<file path="src/rtl/lsu_mem_initiator.sv">
// ---------------------------------------------------------------------------
// lsu_mem_initiator
//   Load/store unit between the MEM pipeline stage and a word-wide data
//   memory. Takes one request at a time, drives word-aligned accesses with
//   byte enables, and splits an access that straddles a word boundary into
//   two word accesses. Load data is merged, lane-aligned and sign/zero
//   extended into a single-cycle response.
//
// Parameters
//   ALLOW_MISALIGNED : 1 = split misaligned accesses, 0 = report them as errors
//   ADDR_W           : byte address width
//
// Ports
//   clk, rst                      clock, asynchronous active-high reset
//   req_valid/req_ready           request handshake (ready only when idle)
//   req_we, req_funct3            store flag, RV32I size/sign code
//   req_addr, req_wdata           byte address, LSB-justified store data
//   resp_valid/resp_rdata/err     one-cycle completion pulse with result
//   mem_req/we/addr/be/wdata      memory strobe, write flag, word address,
//                                 byte lanes, lane-positioned write data
//   mem_rdata                     read data, one cycle after a read strobe
// ---------------------------------------------------------------------------
module lsu_mem_initiator #(
  parameter bit ALLOW_MISALIGNED = 1'b1,
  parameter int ADDR_W           = 32
) (
  input  logic              clk,
  input  logic              rst,
  input  logic              req_valid,
  output logic              req_ready,
  input  logic              req_we,
  input  logic [2:0]        req_funct3,
  input  logic [ADDR_W-1:0] req_addr,
  input  logic [31:0]       req_wdata,
  output logic              resp_valid,
  output logic [31:0]       resp_rdata,
  output logic              resp_err,
  output logic              mem_req,
  output logic              mem_we,
  output logic [ADDR_W-1:0] mem_addr,
  output logic [3:0]        mem_be,
  output logic [31:0]       mem_wdata,
  input  logic [31:0]       mem_rdata
);

  typedef enum logic [2:0] {
    S_IDLE, S_ACC0, S_CAP0, S_ACC1, S_CAP1, S_DONE
  } state_e;

  // Everything about the accepted request that later states need.
  typedef struct packed {
    logic              we;
    logic [2:0]        funct3;
    logic [ADDR_W-1:0] word0;
    logic [1:0]        off;
    logic [7:0]        mask;      // byte lanes over two consecutive words
    logic              split;
    logic              err;
    logic [31:0]       wdata_rot; // store data already in its byte lanes
  } req_t;

  function automatic logic [31:0] rotl_bytes(input logic [31:0] w, input logic [1:0] off);
    logic [63:0] t;
    t = {w, w} << {off, 3'b000};
    return t[63:32];
  endfunction

  function automatic logic [31:0] extract(input logic [31:0] hi, input logic [31:0] lo,
                                          input logic [1:0] off);
    logic [63:0] t;
    t = {hi, lo} >> {off, 3'b000};
    return t[31:0];
  endfunction

  function automatic logic [31:0] extend(input logic [2:0] f3, input logic [31:0] v);
    case (f3)
      3'b000:  return {{24{v[7]}}, v[7:0]};
      3'b001:  return {{16{v[15]}}, v[15:0]};
      3'b100:  return {24'h0, v[7:0]};
      3'b101:  return {16'h0, v[15:0]};
      default: return v;
    endcase
  endfunction

  // ---------------- request decode ----------------
  req_t       dec;
  logic [3:0] dec_base;
  logic       dec_illegal;
  logic       dec_misal;

  // NOTE: every variable written in an always_comb gets a value before any
  // branch; a path that leaves one unassigned would infer a latch.
  always_comb begin
    dec_base = 4'b0000;
    case (req_funct3[1:0])
      2'b00:   dec_base = 4'b0001;
      2'b01:   dec_base = 4'b0011;
      2'b10:   dec_base = 4'b1111;
      default: dec_base = 4'b0000;
    endcase
    dec_illegal = req_we ? (req_funct3 > 3'b010)
                         : (req_funct3 inside {3'b011, 3'b110, 3'b111});
    dec_misal   = ((req_funct3[1:0] == 2'b01) && (req_addr[1:0] == 2'b11)) ||
                  ((req_funct3[1:0] == 2'b10) && (req_addr[1:0] != 2'b00));

    dec.we        = req_we;
    dec.funct3    = req_funct3;
    dec.word0     = {req_addr[ADDR_W-1:2], 2'b00};
    dec.off       = req_addr[1:0];
    dec.mask      = {4'b0000, dec_base} << req_addr[1:0];
    dec.split     = |dec.mask[7:4];
    dec.err       = dec_illegal || (dec_misal && !ALLOW_MISALIGNED);
    dec.wdata_rot = rotl_bytes(req_wdata, req_addr[1:0]);
  end

  // ---------------- state and registered outputs ----------------
  state_e            state_q, state_d;
  req_t              cur_q, cur_d;
  logic [31:0]       rd0_q, rd0_d, rd1_q, rd1_d;
  logic              req_ready_q, req_ready_d;
  logic              resp_valid_q, resp_valid_d;
  logic              resp_err_q, resp_err_d;
  logic [31:0]       resp_rdata_q, resp_rdata_d;
  logic              mem_req_q, mem_req_d;
  logic              mem_we_q, mem_we_d;
  logic [ADDR_W-1:0] mem_addr_q, mem_addr_d;
  logic [3:0]        mem_be_q, mem_be_d;
  logic [31:0]       mem_wdata_q, mem_wdata_d;

  always_comb begin
    state_d = state_q;
    cur_d   = cur_q;
    rd0_d   = rd0_q;
    rd1_d   = rd1_q;

    case (state_q)
      S_IDLE: if (req_valid) begin
        cur_d   = dec;
        rd0_d   = 32'h0;
        rd1_d   = 32'h0;   // unsplit loads merge against a zero upper word
        state_d = dec.err ? S_DONE : S_ACC0;
      end
      S_ACC0:  state_d = cur_q.we ? (cur_q.split ? S_ACC1 : S_DONE) : S_CAP0;
      S_CAP0: begin
        rd0_d   = mem_rdata;
        state_d = cur_q.split ? S_ACC1 : S_DONE;
      end
      S_ACC1:  state_d = cur_q.we ? S_DONE : S_CAP1;
      S_CAP1: begin
        rd1_d   = mem_rdata;
        state_d = S_DONE;
      end
      S_DONE:  state_d = S_IDLE;
      default: state_d = S_IDLE;
    endcase

    // Outputs are registered, so they are decoded from the next state and
    // next capture values; read data captured this cycle feeds the result.
    req_ready_d  = (state_d == S_IDLE);
    mem_req_d    = (state_d == S_ACC0) || (state_d == S_ACC1);
    mem_we_d     = mem_req_d && cur_d.we;
    mem_wdata_d  = mem_req_d ? cur_d.wdata_rot : 32'h0;
    mem_addr_d   = '0;
    mem_be_d     = 4'b0000;
    if (state_d == S_ACC0) begin
      mem_addr_d = cur_d.word0;
      mem_be_d   = cur_d.mask[3:0];
    end else if (state_d == S_ACC1) begin
      mem_addr_d = cur_d.word0 + ADDR_W'(4);   // wraps at the top of memory
      mem_be_d   = cur_d.mask[7:4];
    end
    resp_valid_d = (state_d == S_DONE);
    resp_err_d   = resp_valid_d && cur_d.err;
    resp_rdata_d = (resp_valid_d && !cur_d.we && !cur_d.err)
                 ? extend(cur_d.funct3, extract(rd1_d, rd0_d, cur_d.off))
                 : 32'h0;
  end

  // NOTE: state registers use non-blocking assignments so every flop samples
  // pre-edge values regardless of process evaluation order.
  always_ff @(posedge clk or posedge rst) begin
    if (rst) begin
      state_q      <= S_IDLE;
      cur_q        <= '0;
      rd0_q        <= 32'h0;
      rd1_q        <= 32'h0;
      req_ready_q  <= 1'b1;
      resp_valid_q <= 1'b0;
      resp_err_q   <= 1'b0;
      resp_rdata_q <= 32'h0;
      mem_req_q    <= 1'b0;
      mem_we_q     <= 1'b0;
      mem_addr_q   <= '0;
      mem_be_q     <= 4'b0000;
      mem_wdata_q  <= 32'h0;
    end else begin
      state_q      <= state_d;
      cur_q        <= cur_d;
      rd0_q        <= rd0_d;
      rd1_q        <= rd1_d;
      req_ready_q  <= req_ready_d;
      resp_valid_q <= resp_valid_d;
      resp_err_q   <= resp_err_d;
      resp_rdata_q <= resp_rdata_d;
      mem_req_q    <= mem_req_d;
      mem_we_q     <= mem_we_d;
      mem_addr_q   <= mem_addr_d;
      mem_be_q     <= mem_be_d;
      mem_wdata_q  <= mem_wdata_d;
    end
  end

  assign req_ready  = req_ready_q;
  assign resp_valid = resp_valid_q;
  assign resp_err   = resp_err_q;
  assign resp_rdata = resp_rdata_q;
  assign mem_req    = mem_req_q;
  assign mem_we     = mem_we_q;
  assign mem_addr   = mem_addr_q;
  assign mem_be     = mem_be_q;
  assign mem_wdata  = mem_wdata_q;

endmodule
</file>
<file path="config.mk">
export PLATFORM = sky130hd
export DESIGN_NAME = lsu_mem_initiator
export DESIGN_NICKNAME = d
export VERILOG_FILES = /design/src/rtl/lsu_mem_initiator.sv
export SDC_FILE = /design/constraint.sdc
export NUM_CORES = 1
export LEC_CHECK = 0
export ABC_AREA = 1
export CAP_MARGIN = 10
export CORE_MARGIN = 3
export CORE_UTILIZATION = 28
export CTS_BUF_LIST = sky130_fd_sc_hd__clkbuf_4 sky130_fd_sc_hd__clkbuf_8 sky130_fd_sc_hd__clkbuf_16
export CTS_CLUSTER_DIAMETER = 80
export DETAILED_ROUTE_END_ITERATION = 12
export DONT_BUFFER_PORTS = 1
export MAX_ROUTING_LAYER = met4
export PLACE_DENSITY = 0.41
export SLEW_MARGIN = 10
export SYNTH_ARGS = -nofsm -noshare
export SYNTH_HDL_FRONTEND = slang
export SYNTH_SLANG_ARGS = --single-unit
</file>
<file path="constraint.sdc">
create_clock -name clk -period 11.1 [get_ports clk]
set_clock_uncertainty 0.1 [all_clocks]
set_input_delay 1.665 -clock clk [delete_from_list [all_inputs] [get_ports clk]]
set_output_delay 1.665 -clock clk [all_outputs]
set_load 0.02 [all_outputs]
</file>
Word level (Yosys, flattened, before mapping):

Index checks and enable logic that the tools add are counted.

* output and inout bits: 105
* flip-flop bits (word level): 252
* logic and storage cells: 75
* bits of input ports: 103

* shift-type cells: 3
* magnitude comparators: 1
* mux-type cells: 21
* add/subtract/negate cells: 1
* equality and inequality tests: 15
* reduce and logical (&&, ||, !) cells: 14

Operators with widths (count)
* 32-bit 2-to-1 mux: 6
* 80-bit 2-to-1 mux: 2
* 32-bit one-hot mux with 2 select lines: 2
* 32-bit one-hot mux with 4 select lines: 1
* 64-bit by 5-bit << shifter with 64-bit output: 1
* 64-bit by 5-bit >> shifter with 32-bit output: 1
* 32-bit by 3-bit adder with 32-bit output, second input constant: 1
* 3-bit equality test, second input constant: 6
* 3-bit one-hot mux with 5 select lines: 1
* 3-bit by 2-bit equality test with 1-bit output, second input constant: 4
* 3-bit 2-to-1 mux: 4
* 4-bit one-hot mux with 3 select lines: 1
* 3-bit by 1-bit equality test with 1-bit output, second input constant: 3
* 3-bit logical NOT: 3
* 4-bit 2-to-1 mux: 2
* 4-bit by 2-bit << shifter with 8-bit output: 1
* 1-bit logical AND: 4
* 4-bit OR reduction: 1
* 3-bit by 2-bit greater-than comparator with 1-bit output, second input constant: 1
* 3-bit nonzero test: 1
* 2-bit by 1-bit equality test with 1-bit output, second input constant: 1
* 2-bit equality test, second input constant: 1
* 1-bit logical NOT: 2
* 2-bit logical NOT: 1
* other kinds (3): 4

Logic depth before layout (Yosys ltp):

* depth after elaboration: 10
* depth in mapped cells: 16

Worst setup path before layout:

Ideal clock, no wire load.

* kind: input -> register
* start point: input req_valid
* end point: register mem_addr_q[28], in the netlist mem_addr[28]
* arrival: 3.089 ns
* library setup time: 0.117 ns
* stages on the path: 14
* setup slack: 7.794 ns
* cells stage by stage: nand3_2 > buf_6 > buf_6 > buf_6 > nand2_1 > nand2_2 > ha_1 > nand3_1 > inv_2 > nand2_1 > nor2_1 > nand3_1 > nand3_1 > nand2_1

RTL lines
* from (decl): line 29 `input logic req_valid,`
* to (signal assigned): line 207 `mem_addr_q <= mem_addr_d;`
* to (decl): line 126 `logic [ADDR_W-1:0] mem_addr_q, mem_addr_d;`

Worst setup path after layout:

* start point: input req_valid
* end point: register resp_rdata_q[17], in the netlist resp_rdata[17]

* longest elaborated chain between the ends: 6
* elaborated cells on any way between the ends: 20
* those cells by class: eq/ne: 4; shift: 1; mux: 10; reduce/logical: 5

RTL lines
* branches (longest 5 deep; another with 64-bit by 5-bit >> shifter with 32-bit output)
* 32-bit 2-to-1 mux *: line 175 `? extend(cur_d.funct3, extract(rd1_d, rd0_d, cur_d.off))`
* net resp_rdata_d[17]: line 123 `logic [31:0] resp_rdata_q, resp_rdata_d;`
* to (signal assigned): line 204 `resp_rdata_q <= resp_rdata_d;`
* to (decl): line 123

Mark *: on every way through the listed nets, which the timed path passes.
A chain may end at the register's enable or synchronous reset.

==> results.cfg <==
[outcome]
status = completed

[timing]
fmax_mhz = 220.6
drv_slew = 0
rsz0062_at_grt = no
finalSetupViolations = 0
tightest_slew_ns = 0.9554
max-slew-margin-rel_pct = 36.31
fin_crit_ns = 4.533
hold_viol = 0
setup_tns_ns = 0
min_period_over_period_pct = 40.83

[setup_path]
critPathTopFamily = simple AND/OR/NAND/NOR gates
arrival_ns = 4.93
rrSetupSlack_ns = 6.58
cp.depth = 10
r2r_start = state_q[1]
worstPathRequired_ns = 11.49
crit_path_end_kind = flip-flop
r2r-end = resp_rdata[17]
crit_fanout = 46
path_cells = nand3_4, inv_2, nand2_1, nand2_1, clkinv_1, nand3_1, nand3_4, nand3_2, nand2_4, nor2_1
cp_slowest_stage_delay_ns = 0.81
critPathKind = primary input to flip-flop
r2r_cells = 12
start_kind = primary input
cp_num_buf_inv = 2
cp_slowest_cell = inv_2

[detailed_routing]
drt_wl_total_mm = 41.73
via_per_inst = 4.863
post_drt_wl_per_cell_um = 19.99
num_vias = 10150
drtPass1Iterations = 6
drtIter0Drc = 675
drc = 0
antenna_left = 0

[synthesis]
synth-seq-area-share_pct = 51.20
synth.distinct_cells = 42
ys_ff_latch = 244
syn_area_per_cell_um2 = 7.657
netlist_area_um2 = 11930
netlist_instances = 1558
synth_warnings = 0
syn_nets = 1666

[global_routing]
grt_pass1_wl_mm = 62.69
grt_util_all_layers_pct = 18.78
grt_antenna_before_repair = 5
grt_pass1_vias = 10010
overflow = 0
grt_max_degree = 113

[layout]
final_nets = 1632
syn_to_final_growth_pct = 12.59
n_fill_cell = 4442
final_cell_mix = nand2_1, dfrtp_1, nand3_1
layout-drive-gt1-share_pct = 7.166
final_area_um2 = 13430
final_common_cell = nand2_1

[floorplanning]
dieArea_um2 = 45120
placementRows = 74
coreArea_um2 = 41480
ios = 208
chipHeight_um = 212.4
die_x_um = 212.4
start_util_pct = 28.76

[run]
max_cap_viol_count = 0

[clocking]
postCtsSetupRepairBufs = 0
cts_buffers = 31
root_buffer = clkbuf_16
cts_sinks = 244
cts_tree = done
cts.clk_slew.worst_paths_ns = 0.06
clock_latency_ns = 0.58
hold_buffers = 0
post_cts_resized = 0
htreeDepth = 1
clockBufferDepth = 3

[placement]
dpl_cell_area_um2 = 12360
place.gp.congestion = 0.8350
port_buffers = 0
dp_hpwl_mm = 29.36

[hold_path]
hold_end = rd0_q[4]
hold_start = rd0_q[4]
whs_path_depth = 2
hold_path_class = flip-flop to flip-flop

[pwr]
total_leakage_power_nw = 6.683
peakVddDrop_mv = 0.1454
power_density_nw_per_um2 = 316.3
==> cells by family after synthesis <==
kind of cell,after synthesis,share of synthesized area [%]
AO/OA/AOI/OAI,226,10.08
XOR/XNOR,4,0.2937
AND/OR/NAND/NOR,863,30.35
flip-flops,244,51.20
buffers and inverters,215,7.457
multiplexers,1,0.09439
adder cells (fa/ha/maj),5,0.5244
==> per-stage QoR <==
stage	setup WS, ns	total power, mW	hold WS, ns	std cells	util [%]
2_1_floorplan	2.635	2.693	0.3383	1558	-
3_3_place_gp	6.011	3.242	0.3546	2023	29.79
4_1_cts	6.497	4.314	0.3749	2081	32.34
6_report	6.567	4.247	0.3731	2087	32.38
3_5_place_dp	5.938	3.246	0.3592	2023	29.79
5_1_grt	6.081	4.589	0.3855	2086	32.37
==> flip-flops by register name (all words and copies together), names as in the netlist <==
| name | cells |
|---|---|
| mem_addr | 32 |
| resp_rdata | 32 |
| mem_we | 1 |
| rd0_q | 32 |
| rd1_q | 24 |
| mem_be | 4 |
| resp_valid | 1 |
| mem_wdata | 32 |
| cur_q | 80 |
| req_ready | 1 |
| mem_req | 1 |
| state_q | 3 |
| resp_err | 1 |
==> layout make-up <==
| type | instances | area [um2] | share of cell area, % |
|---|---|---|---|
| diodes | 6 | 15.01 | 0.1118 |
| clock buffers | 50 | 962.2 | 7.164 |
| clock inverters | 8 | 97.59 | 0.7267 |
| inverters | 133 | 506.7 | 3.773 |
| multi-input cells | 1099 | 4964 | 36.96 |
| flip-flops and latches | 244 | 6107 | 45.47 |
| well taps | 532 | 665.6 | 4.956 |
| repair buffers | 15 | 112.6 | 0.8385 |
==> tightest hold or removal path, delay by kind of cell, from the launching register on <==
family           cells  cell delay, ns
DFF                  1            0.32
and+or+nand+nor      2            0.12
==> power by group <==
| part | switching (mW) | internal (mW) |
|---|---|---|
| logic | 1.25 | 0.441 |
| clock network | 0.399 | 0.637 |
| registers | 0.287 | 1.23 |
==> cell usage after synthesis, drive strengths merged <==
library cell	number	area [um2]
o22ai	6	37.54
nor3b	1	7.510
nand3b	1	7.510
nor3	8	40.04
a21oi	67	335.3
and2	1	6.260
a22o	5	43.79
or2	1	6.260
o21a	1	7.510
mux2	1	11.26
a22oi	1	7.510
inv	129	484.2
buf	41	236.5
nor2	125	516.8
o21bai	7	52.55
clkbuf	41	153.9
xor2	4	35.03
ha	5	62.56
dfstp	1	26.28
a32o	1	10.01
dfrtp	243	6081
o211ai	1	7.510
a31oi	3	18.77
a211oi	2	15.01
nand2	546	2069
clkinv	4	15.01
nand4	31	193.9
o31ai	1	7.510
nand3	149	773.3
o21ai	131	659.4
==> worst max-delay path by stage <==
stage                           from              to
after global placement     req_valid  resp_rdata[17]
after CTS                 state_q[1]  resp_rdata[17]
after global routing      state_q[1]    mem_addr[26]
after floorplan                  rst        cur_q[0]
final                      req_valid  resp_rdata[17]
after detailed placement   req_valid  resp_rdata[17]
==> routing by layer <==
layer | wire [um] | global-route usage (%) | up-vias
met1 | 17950 | 23.49 | 4908
met2 | 20010 | 30.43 | 247
met5 | 0 | - | -
met3 | 2725 | 4.648 | 55
li1 | - | - | 4940
met4 | 1041 | 5.093 | 0
(Power assumes the default switching activity.)
